==> src/rtl/csi_rx_packet_ctrl_pkg.sv <==
// CSI-2 receive packet controller: shared types and constants.
// Holds data types, header field widths and FSM states.
package csi_pkg;

    localparam int DT_W  = 6;
    localparam int VC_W  = 2;
    localparam int WC_W  = 16;
    localparam int REM_W = 15;

    localparam logic [DT_W-1:0] DT_FS    = 6'h00;
    localparam logic [DT_W-1:0] DT_FE    = 6'h01;
    localparam logic [DT_W-1:0] DT_RAW10 = 6'h2B;
    localparam logic [DT_W-1:0] DT_LONG  = 6'h10;

    typedef enum logic [2:0] {
        IDLE,
        HDR1,
        PAYLOAD,
        CRC,
        DRAIN
    } state_t;

    // RAW10 lines are whole 5-byte groups; an empty line is not a line.
    function automatic logic raw10_wc_ok(input logic [WC_W-1:0] wc);
        return (wc != '0) && ((wc % 16'd10) == 16'd0);
    endfunction

endpackage

==> src/rtl/csi_rx_packet_ctrl_if.sv <==
// Payload word counter control bus.
// The FSM drives load/decrement; the counter returns the last flag.
interface csi_rx_packet_ctrl_if;
    import csi_pkg::*;

    logic             load;
    logic             dec;
    logic [REM_W-1:0] load_val;
    logic             last;

    modport master (
        output load,
        output dec,
        output load_val,
        input  last
    );

    modport slave (
        input  load,
        input  dec,
        input  load_val,
        output last
    );

endinterface

==> src/rtl/csi_wc_counter.sv <==
// Remaining payload word counter.
// Loaded with WC/2 at header time, counts down once per payload word.
module csi_wc_counter
    import csi_pkg::*;
(
    input  logic                 i_clk,
    input  logic                 i_rst_n,
    csi_rx_packet_ctrl_if.slave  cnt
);

    logic [REM_W-1:0] r_rem;

    // Load on header, decrement per accepted payload word.
    always_ff @(posedge i_clk or negedge i_rst_n) begin
        if (!i_rst_n) begin
            r_rem <= '0;
        end else if (cnt.load) begin
            r_rem <= cnt.load_val;
        end else if (cnt.dec) begin
            r_rem <= r_rem - 15'd1;
        end
    end

    assign cnt.last = (r_rem == 15'd1);

endmodule

==> src/rtl/csi_rx_packet_ctrl.sv <==
// CSI-2 packet parser: header decode, frame tracking, RAW10 payload gating.
// Byte pairs arrive as {earlier, later}; one packet per in_valid burst.
module csi_rx_packet_ctrl
    import csi_pkg::*;
#(
    parameter logic [1:0] VC_SEL        = 2'd0,
    parameter int         IN_DATA_WIDTH = 16
) (
    input  logic                     rxbyteclkhs,
    input  logic                     reset_n,
    input  logic [IN_DATA_WIDTH-1:0] data_in,
    input  logic                     in_valid,
    output logic [15:0]              data_out,
    output logic                     frame_valid,
    output logic                     frame_active,
    output logic [15:0]              line_count,
    output logic [15:0]              frame_count,
    output logic                     pkt_err
);

    state_t      r_state, w_state_nxt;
    logic        r_vld_q;
    logic [7:0]  r_di, w_di_nxt;
    logic [7:0]  r_wcl, w_wcl_nxt;
    logic        r_qual, w_qual_nxt;
    logic        r_fv, w_fv_nxt;
    logic        r_fa, w_fa_nxt;
    logic        r_err, w_err_nxt;
    logic [15:0] r_dout, w_dout_nxt;
    logic [15:0] r_lc, w_lc_nxt;
    logic [15:0] r_fc, w_fc_nxt;

    logic [WC_W-1:0] w_wc;
    logic [DT_W-1:0] w_dt;
    logic            w_vc_ok;
    logic            w_raw_hdr;
    logic            w_load;
    logic            w_dec;
    logic            w_last;

    csi_rx_packet_ctrl_if u_cnt_if ();

    assign u_cnt_if.load     = w_load;
    assign u_cnt_if.dec      = w_dec;
    assign u_cnt_if.load_val = w_wc[WC_W-1:1];
    assign w_last            = u_cnt_if.last;

    csi_wc_counter u_cnt (
        .i_clk   (rxbyteclkhs),
        .i_rst_n (reset_n),
        .cnt     (u_cnt_if)
    );

    assign w_wc      = {data_in[15:8], r_wcl};
    assign w_dt      = r_di[DT_W-1:0];
    assign w_vc_ok   = (r_di[7:6] == VC_SEL);
    assign w_raw_hdr = (w_dt == DT_RAW10) && w_vc_ok && r_fv;

    // State and output registers; r_vld_q resets high so a packet
    // already in flight at reset release is skipped until LP.
    always_ff @(posedge rxbyteclkhs or negedge reset_n) begin
        if (!reset_n) begin
            r_state <= IDLE;
            r_vld_q <= 1'b1;
            r_di    <= '0;
            r_wcl   <= '0;
            r_qual  <= 1'b0;
            r_fv    <= 1'b0;
            r_fa    <= 1'b0;
            r_err   <= 1'b0;
            r_dout  <= '0;
            r_lc    <= '0;
            r_fc    <= '0;
        end else begin
            r_state <= w_state_nxt;
            r_vld_q <= in_valid;
            r_di    <= w_di_nxt;
            r_wcl   <= w_wcl_nxt;
            r_qual  <= w_qual_nxt;
            r_fv    <= w_fv_nxt;
            r_fa    <= w_fa_nxt;
            r_err   <= w_err_nxt;
            r_dout  <= w_dout_nxt;
            r_lc    <= w_lc_nxt;
            r_fc    <= w_fc_nxt;
        end
    end

    // Next-state and next-output decode.
    always_comb begin
        w_state_nxt = r_state;
        w_di_nxt    = r_di;
        w_wcl_nxt   = r_wcl;
        w_qual_nxt  = r_qual;
        w_fv_nxt    = r_fv;
        w_lc_nxt    = r_lc;
        w_fc_nxt    = r_fc;
        w_err_nxt   = 1'b0;
        w_fa_nxt    = 1'b0;
        w_dout_nxt  = '0;
        w_load      = 1'b0;
        w_dec       = 1'b0;
        unique case (r_state)
            IDLE: begin
                if (in_valid && !r_vld_q) begin
                    w_di_nxt    = data_in[15:8];
                    w_wcl_nxt   = data_in[7:0];
                    w_state_nxt = HDR1;
                end
            end
            HDR1: begin
                if (!in_valid) begin
                    w_err_nxt   = 1'b1;
                    w_state_nxt = IDLE;
                end else if (w_dt < DT_LONG) begin
                    w_state_nxt = DRAIN;
                    if (w_vc_ok && w_dt == DT_FS) begin
                        w_fv_nxt = 1'b1;
                        w_lc_nxt = '0;
                    end else if (w_vc_ok && w_dt == DT_FE && r_fv) begin
                        w_fv_nxt = 1'b0;
                        w_fc_nxt = r_fc + 16'd1;
                    end
                end else begin
                    w_qual_nxt = 1'b0;
                    if (w_wc == '0) begin
                        w_state_nxt = CRC;
                    end else begin
                        if (w_raw_hdr) begin
                            if (raw10_wc_ok(w_wc)) w_qual_nxt = 1'b1;
                            else w_err_nxt = 1'b1;
                        end
                        w_load = 1'b1;
                        // A one-byte body has no whole word to skip.
                        if (w_wc[WC_W-1:1] == '0) w_state_nxt = CRC;
                        else w_state_nxt = PAYLOAD;
                    end
                end
            end
            PAYLOAD: begin
                if (!in_valid) begin
                    w_err_nxt   = 1'b1;
                    w_state_nxt = IDLE;
                end else begin
                    w_dec    = 1'b1;
                    w_fa_nxt = r_qual;
                    if (r_qual) w_dout_nxt = data_in[15:0];
                    if (w_last) w_state_nxt = CRC;
                end
            end
            CRC: begin
                if (!in_valid) begin
                    w_err_nxt   = 1'b1;
                    w_state_nxt = IDLE;
                end else begin
                    if (r_qual && r_lc != 16'hFFFF) w_lc_nxt = r_lc + 16'd1;
                    w_state_nxt = DRAIN;
                end
            end
            DRAIN: begin
                if (!in_valid) w_state_nxt = IDLE;
            end
            default: begin
                w_state_nxt = IDLE;
            end
        endcase
    end

    assign data_out     = r_dout;
    assign frame_valid  = r_fv;
    assign frame_active = r_fa;
    assign line_count   = r_lc;
    assign frame_count  = r_fc;
    assign pkt_err      = r_err;

endmodule

==> config.mk <==
export PLATFORM = sky130hd
export DESIGN_NAME = csi_rx_packet_ctrl
export DESIGN_NICKNAME = d
export VERILOG_FILES = /design/src/rtl/csi_rx_packet_ctrl_pkg.sv /design/src/rtl/csi_rx_packet_ctrl_if.sv /design/src/rtl/csi_wc_counter.sv /design/src/rtl/csi_rx_packet_ctrl.sv
export SDC_FILE = /design/constraint.sdc
export NUM_CORES = 1
export LEC_CHECK = 0
export BUFFER_PORTS_ARGS = -buffer_cell sky130_fd_sc_hd__buf_2
export CORE_MARGIN = 5
export CORE_UTILIZATION = 50
export CTS_CLUSTER_DIAMETER = 60
export DETAILED_ROUTE_END_ITERATION = 8
export PLACE_DENSITY = 0.73
export SYNTH_ARGS = -nofsm -noshare
export SYNTH_HDL_FRONTEND = slang
export SYNTH_SLANG_ARGS = --single-unit
==> constraint.sdc <==
create_clock -name rxbyteclkhs -period 2.76 [get_ports rxbyteclkhs]
set_input_delay 0.552 -clock rxbyteclkhs [delete_from_list [all_inputs] [get_ports rxbyteclkhs]]
set_output_delay 0.552 -clock rxbyteclkhs [all_outputs]
set_load 0.03 [all_outputs]
Word level (Yosys, flattened, before mapping):

Index checks and enable logic that the tools add are counted.

* div/mod/pow operators: 1
* $lt $le $gt $ge: 1
* add/subtract/negate cells: 3
* equality and inequality tests: 16
* reduce and logical (&&, ||, !) cells: 26
* bitwise gates (word level): 2
* mux-type cells: 41

Operators with widths (number)
* $mux 16: 8
* $add 16x1->16 const B: 2
* $logic_not 16->1: 2
* $pmux 16 s2: 1
* $mux 15: 2
* $mux 1: 21
* $mux 3: 7
* $mod 16x4->16 const B: 1
* $ne 16x16->1 const B: 1
* $reduce_bool 16->1: 1
* $eq 15x1->1 const B: 1
* $logic_not 15->1: 1
* $pmux 3 s5: 1
* $sub 15x1->15 const B: 1
* $ne 2x2->1 const B: 7
* $logic_and 1x1->1: 8
* $eq 3x2->1 const B: 2
* $eq 6x1->1 const B: 1
* $eq 6x6->1 const B: 1
* $logic_not 6->1: 1
* $lt 6x5->1 const B: 1
* $reduce_and 3->1: 2
* $reduce_and 6->1: 1
* $reduce_bool 2->1: 3
* 12 further kinds: 13

* bits in registers: 87
* word-level logic and storage cells: 102
* output and inout bits: 51

Logic depth before layout (Yosys ltp):

* depth after elaboration: 9
* gate-level depth with buffers: 20
* mapped depth without buffers: 15

Cells and area by module:

A second synthesis with hierarchy kept.

* cell total of the unflattened synthesis: 648
* area total of the unflattened synthesis: 5740.5 um2

Modules (own cells, without submodules)
* csi_rx_packet_ctrl: area an instance 4848.4 um2, cells an instance 552, times used 1
* csi_wc_counter: area an instance 892.1 um2, cells an instance 96, times used 1

Worst setup path before layout:

Ideal clock, no wire load.

* kind: input -> register
* start: input data_in[10]
* end: register r_err (netlist: pkt_err)
* required time: 2.656 ns
* buffers on the path: 2
* arrival: 4.370 ns
* setup slack: -1.714 ns
* stages: 17
* cell sequence: buf_2 -> or4b_1 -> o211ai_1 -> and3_1 -> buf_4 -> nand3_1 -> a311o_1 -> o21a_1 -> maj3_2 -> o221a_4 -> mux2i_4 -> o211a_2 -> nor2_4 -> a2111oi_0 -> o32a_1 -> or4b_1 -> o311ai_1

* word-level cells in the longest chain between the ends: 9
* elaborated cells on any way between the ends: 11
* classes of those cells: 1 x div; 6 x mux; 4 x reduce/logical

RTL lines
* start: declaration: RTL line csi_rx_packet_ctrl.sv:11 `input logic [IN_DATA_WIDTH-1:0] data_in,`
* $mod 16x4->16: RTL line csi_rx_packet_ctrl_pkg.sv:25 `return (wc != '0) && ((wc % 16'd10) == 16'd0);`
* $logic_not 16->1: RTL line csi_rx_packet_ctrl_pkg.sv:25
* $logic_and 1x1->1: RTL line csi_rx_packet_ctrl_pkg.sv:25
* $mux 1: RTL line csi_rx_packet_ctrl.sv:130 `if (raw10_wc_ok(w_wc)) w_qual_nxt = 1'b1;`
* $mux 1: RTL line csi_rx_packet_ctrl.sv:129 `if (w_raw_hdr) begin`
* $mux 1 (*): RTL line csi_rx_packet_ctrl.sv:126 `if (w_wc == '0) begin`
* $mux 1 (*): RTL line csi_rx_packet_ctrl.sv:115 `end else if (w_dt < DT_LONG) begin`
* $mux 1 (*): RTL line csi_rx_packet_ctrl.sv:112 `if (!in_valid) begin`
* $pmux 1 s2 (*): RTL line csi_rx_packet_ctrl.sv:103 `unique case (r_state)`
* net w_err_nxt: RTL line csi_rx_packet_ctrl.sv:28 `logic r_err, w_err_nxt;`
* end signal: assignment: RTL line csi_rx_packet_ctrl.sv:82 `r_err <= w_err_nxt;`
* end: declaration: RTL line csi_rx_packet_ctrl.sv:28

The timed path passes the listed nets; every way through them passes the cells marked *.
A chain may end at the register's enable or synchronous reset.

Final worst setup path:

* start: input data_in[15]
* end: register r_err (netlist: pkt_err)

Same word-level chain as after synthesis.

==> impl_metrics.ini <==
[outcome]
status = complete, but fails checks
violations = setup timing

[power]
p_per_area_nw_per_um2 = 716.4
ir_drop_mv = 0.4282
leakage_nw = 3.549

[cts]
clock_latency_ps = 370
cts_tree = yes
htree_num_levels = 3
cts_made_buffers = 9
cts_root_buf = clkbuf_8
clkSinkCount = 87
clock_path_buffers = 2
clk_pin_slew_ps = 90

[critical_path]
worst_setup_path_end_kind = flip-flop
cp.arrival_ps = 4580
critPathMaxFanout = 8
crit_path_start_kind = primary input
worstPathRequired_ps = 3020
critPathKind = in -> reg

[synth]
yosys_warnings = 0
synth-seq-area-share_pct = 39.22
yosys.area.top_type_share_pct = 38.75
synth_edf_count = 0
syn_nets = 648
synthArstFlopShare_pct = 100.0
dominantRegCellSynth = dfrtp_1
ys_top_cells_by_area = dfrtp_1, nand2_1, o21ai_0
synth_cell_type_count = 87
synth_seq_cells = 87
synthCells = 625
postSynthAreaPerCell_um2 = 8.887
synth_top_area_cell = dfrtp_1
yosysMostFrequentCell = dfrtp_1
synth_commonest_cells = dfrtp_1, nand2_1, o21ai_0, nor2_1, nand3_1
syn-cell-area_um2 = 5554

[finish]
seq_area_um2 = 2178
multi_input_area_um2 = 3553
insertedDiodeCount = 0
drive_gt1_share_pct = 40.44
area_growth_pct = 39.24
nNetsFinal = 834
stdcell_count = 956
fill_cells = 808
final_core_util_pct = 71.34

[timing]
fin_ws_ps = -1555
rsz0062_at_grt = true
fin_worst_skew_ps = 15.68
drv_slew = 0
max_clock_freq_mhz = 231.8
finalSetupViolCount = 2
max-slew-margin-rel_pct = 37.01
finalCritPeriodShare_pct = 156.3
worstMarginPinSlew_ps = 944.9
finalHoldViolCount = 0
holdWs_ps = 328.8
min_period_ps = 4315
tns_ps = -3075

[detailed_routing]
vias = 5779
postRouteAntennaNets = 0
drtIter0Drc = 428
drt-total-wl_um = 17020
wl_per_cell_um = 17.80
vias_per_cell = 6.045
drc = 0
firstDrtPassIters = 5

[hold_path]
hp-class = in -> async

[grt]
grt_first_pass_wirelength_um = 26770
grtUsageTotal_pct = 24.93
antenna_found_initial = 0
grt_max_degree = 77
grt_pass1_vias = 5600
grt_overflow = 0

[floorplanning]
die-area_um2 = 13320
coreArea_um2 = 10840
start_util_pct = 51.23
fp.dieH_um = 115.4
num_rows = 38
die_w_um = 115.4
ioPinCount = 70

[placed_design]
portBuffers = 69
dpl.hpwl_um = 11510
gp_congestion = 0.9363
dp.cells = 916

[job]
maxCapViolCount = 0
state kept, by name (all words and copies together), names as in the netlist:
| signal | cells |
|---|---|
| r_vld_q | 1 |
| frame_active | 1 |
| r_di | 8 |
| r_wcl | 8 |
| r_qual | 1 |
| frame_valid | 1 |
| frame_count | 16 |
| u_cnt.r_rem | 15 |
| r_state | 3 |
| data_out | 16 |
| line_count | 16 |
| pkt_err | 1 |
critical path: stages:
cell,delay (ps)
buf_6,120
buf_6,130
nor2_4,190
buf_6,150
nand3b_1,130
o311ai_2,120
buf_4,240
buf_6,130
nor3_1,40
o21ai_1,170
o2111a_2,300
buf_6,110
nand2_2,50
a211o_1,330
or3_4,390
o211a_4,180
nor2_4,170
nor3_2,70
o311a_1,370
or4b_4,530
o311ai_2,90
worst paths after layout:
check	startpoint	to	slack, ps	cells after the start
max	data_in[15]	pkt_err	-1550	21
min	reset_n	frame_count[3]	330	1
max reg2reg	r_wcl[5]	pkt_err	-190	12
min reg2reg	frame_count[15]	frame_count[15]	470	1
max in group asynchronous	reset_n	line_count[4]	1740	2
min in group rxbyteclkhs	in_valid	r_vld_q	330	1
metrics by stage:
step | power, W | setup WS [ps] | area (um^2)
2_1_floorplan | 0.003178 | -1630 | 5597
3_3_place_gp | 0.004069 | -2034 | 6857
3_5_place_dp | 0.004126 | -2063 | 6857
4_1_cts | 0.005297 | -1467 | 7423
5_1_grt | 0.005870 | -1675 | 7734
6_report | 0.005541 | -1555 | 7734
final cells by class:
cell class / instances / area share (%)
Timing Repair Buffer: 218 / 20.24
Sequential cell: 87 / 28.17
Inverter: 15 / 0.7280
Tap cell: 140 / 2.265
Clock buffer: 10 / 1.650
Multi-Input combinational cell: 480 / 45.95
Clock inverter: 6 / 1.003
power by group:
part           total (W)  internal, W  switching, W
sequential       0.00169      0.00148      0.000212
combinational    0.00292      0.00140       0.00152
clock           0.000929     0.000436      0.000493
metal layers:
| metal | wire, um | global-route usage (%) | vias to the layer above |
|---|---|---|---|
| li1 | - | - | 2683 |
| met1 | 6805 | 30.85 | 2811 |
| met2 | 8574 | 42.40 | 225 |
| met3 | 1060 | 4.684 | 60 |
| met4 | 574 | 11.03 | 0 |
| met5 | 0 | 0 | - |
layout by cell type, fill, tap and decap left out, types with 4 or more instances in the layout:
cell,count
a211oi_1,5
a21oi_1,16
a31oi_1,6
and2_1,19
and3_1,7
buf_2,65
buf_4,132
buf_6,19
clkbuf_8,9
dfrtp_1,86
ha_1,4
inv_1,14
mux2_2,12
nand2_1,58
nand2b_1,11
nand3_1,32
nand3_2,6
nand4_1,14
nor2_1,35
nor2_4,4
nor2b_1,5
nor3_1,19
nor4_1,10
o211ai_1,4
o21ai_0,39
o21ai_2,4
o221ai_1,4
or2_2,4
or3_1,5
xnor2_1,20
xor2_1,16
cells by family (layout without fill, tap and decap cells):
kind of cell | count (synthesis) | after routing | share of synthesized area [%]
AND/OR/NAND/NOR | 273 | 274 | 26.20
AO/OA/AOI/OAI | 145 | 146 | 18.99
flip-flops | 87 | 87 | 39.22
buffers and inverters | 60 | 249 | 4.843
XOR/XNOR | 36 | 36 | 5.677
multiplexers | 17 | 17 | 3.604
adder cells (fa/ha/maj) | 7 | 7 | 1.464
what timing repair did:
action                     in CTS  in global routing
pin swaps                      32                 35
setup buffers                  14                  8
resized for setup              60                 46
setup endpoints to repair       8                 16
hold buffers                    0                  0
gates cloned                    0                  2
Note: power is estimated with default switching activity, not from simulation.
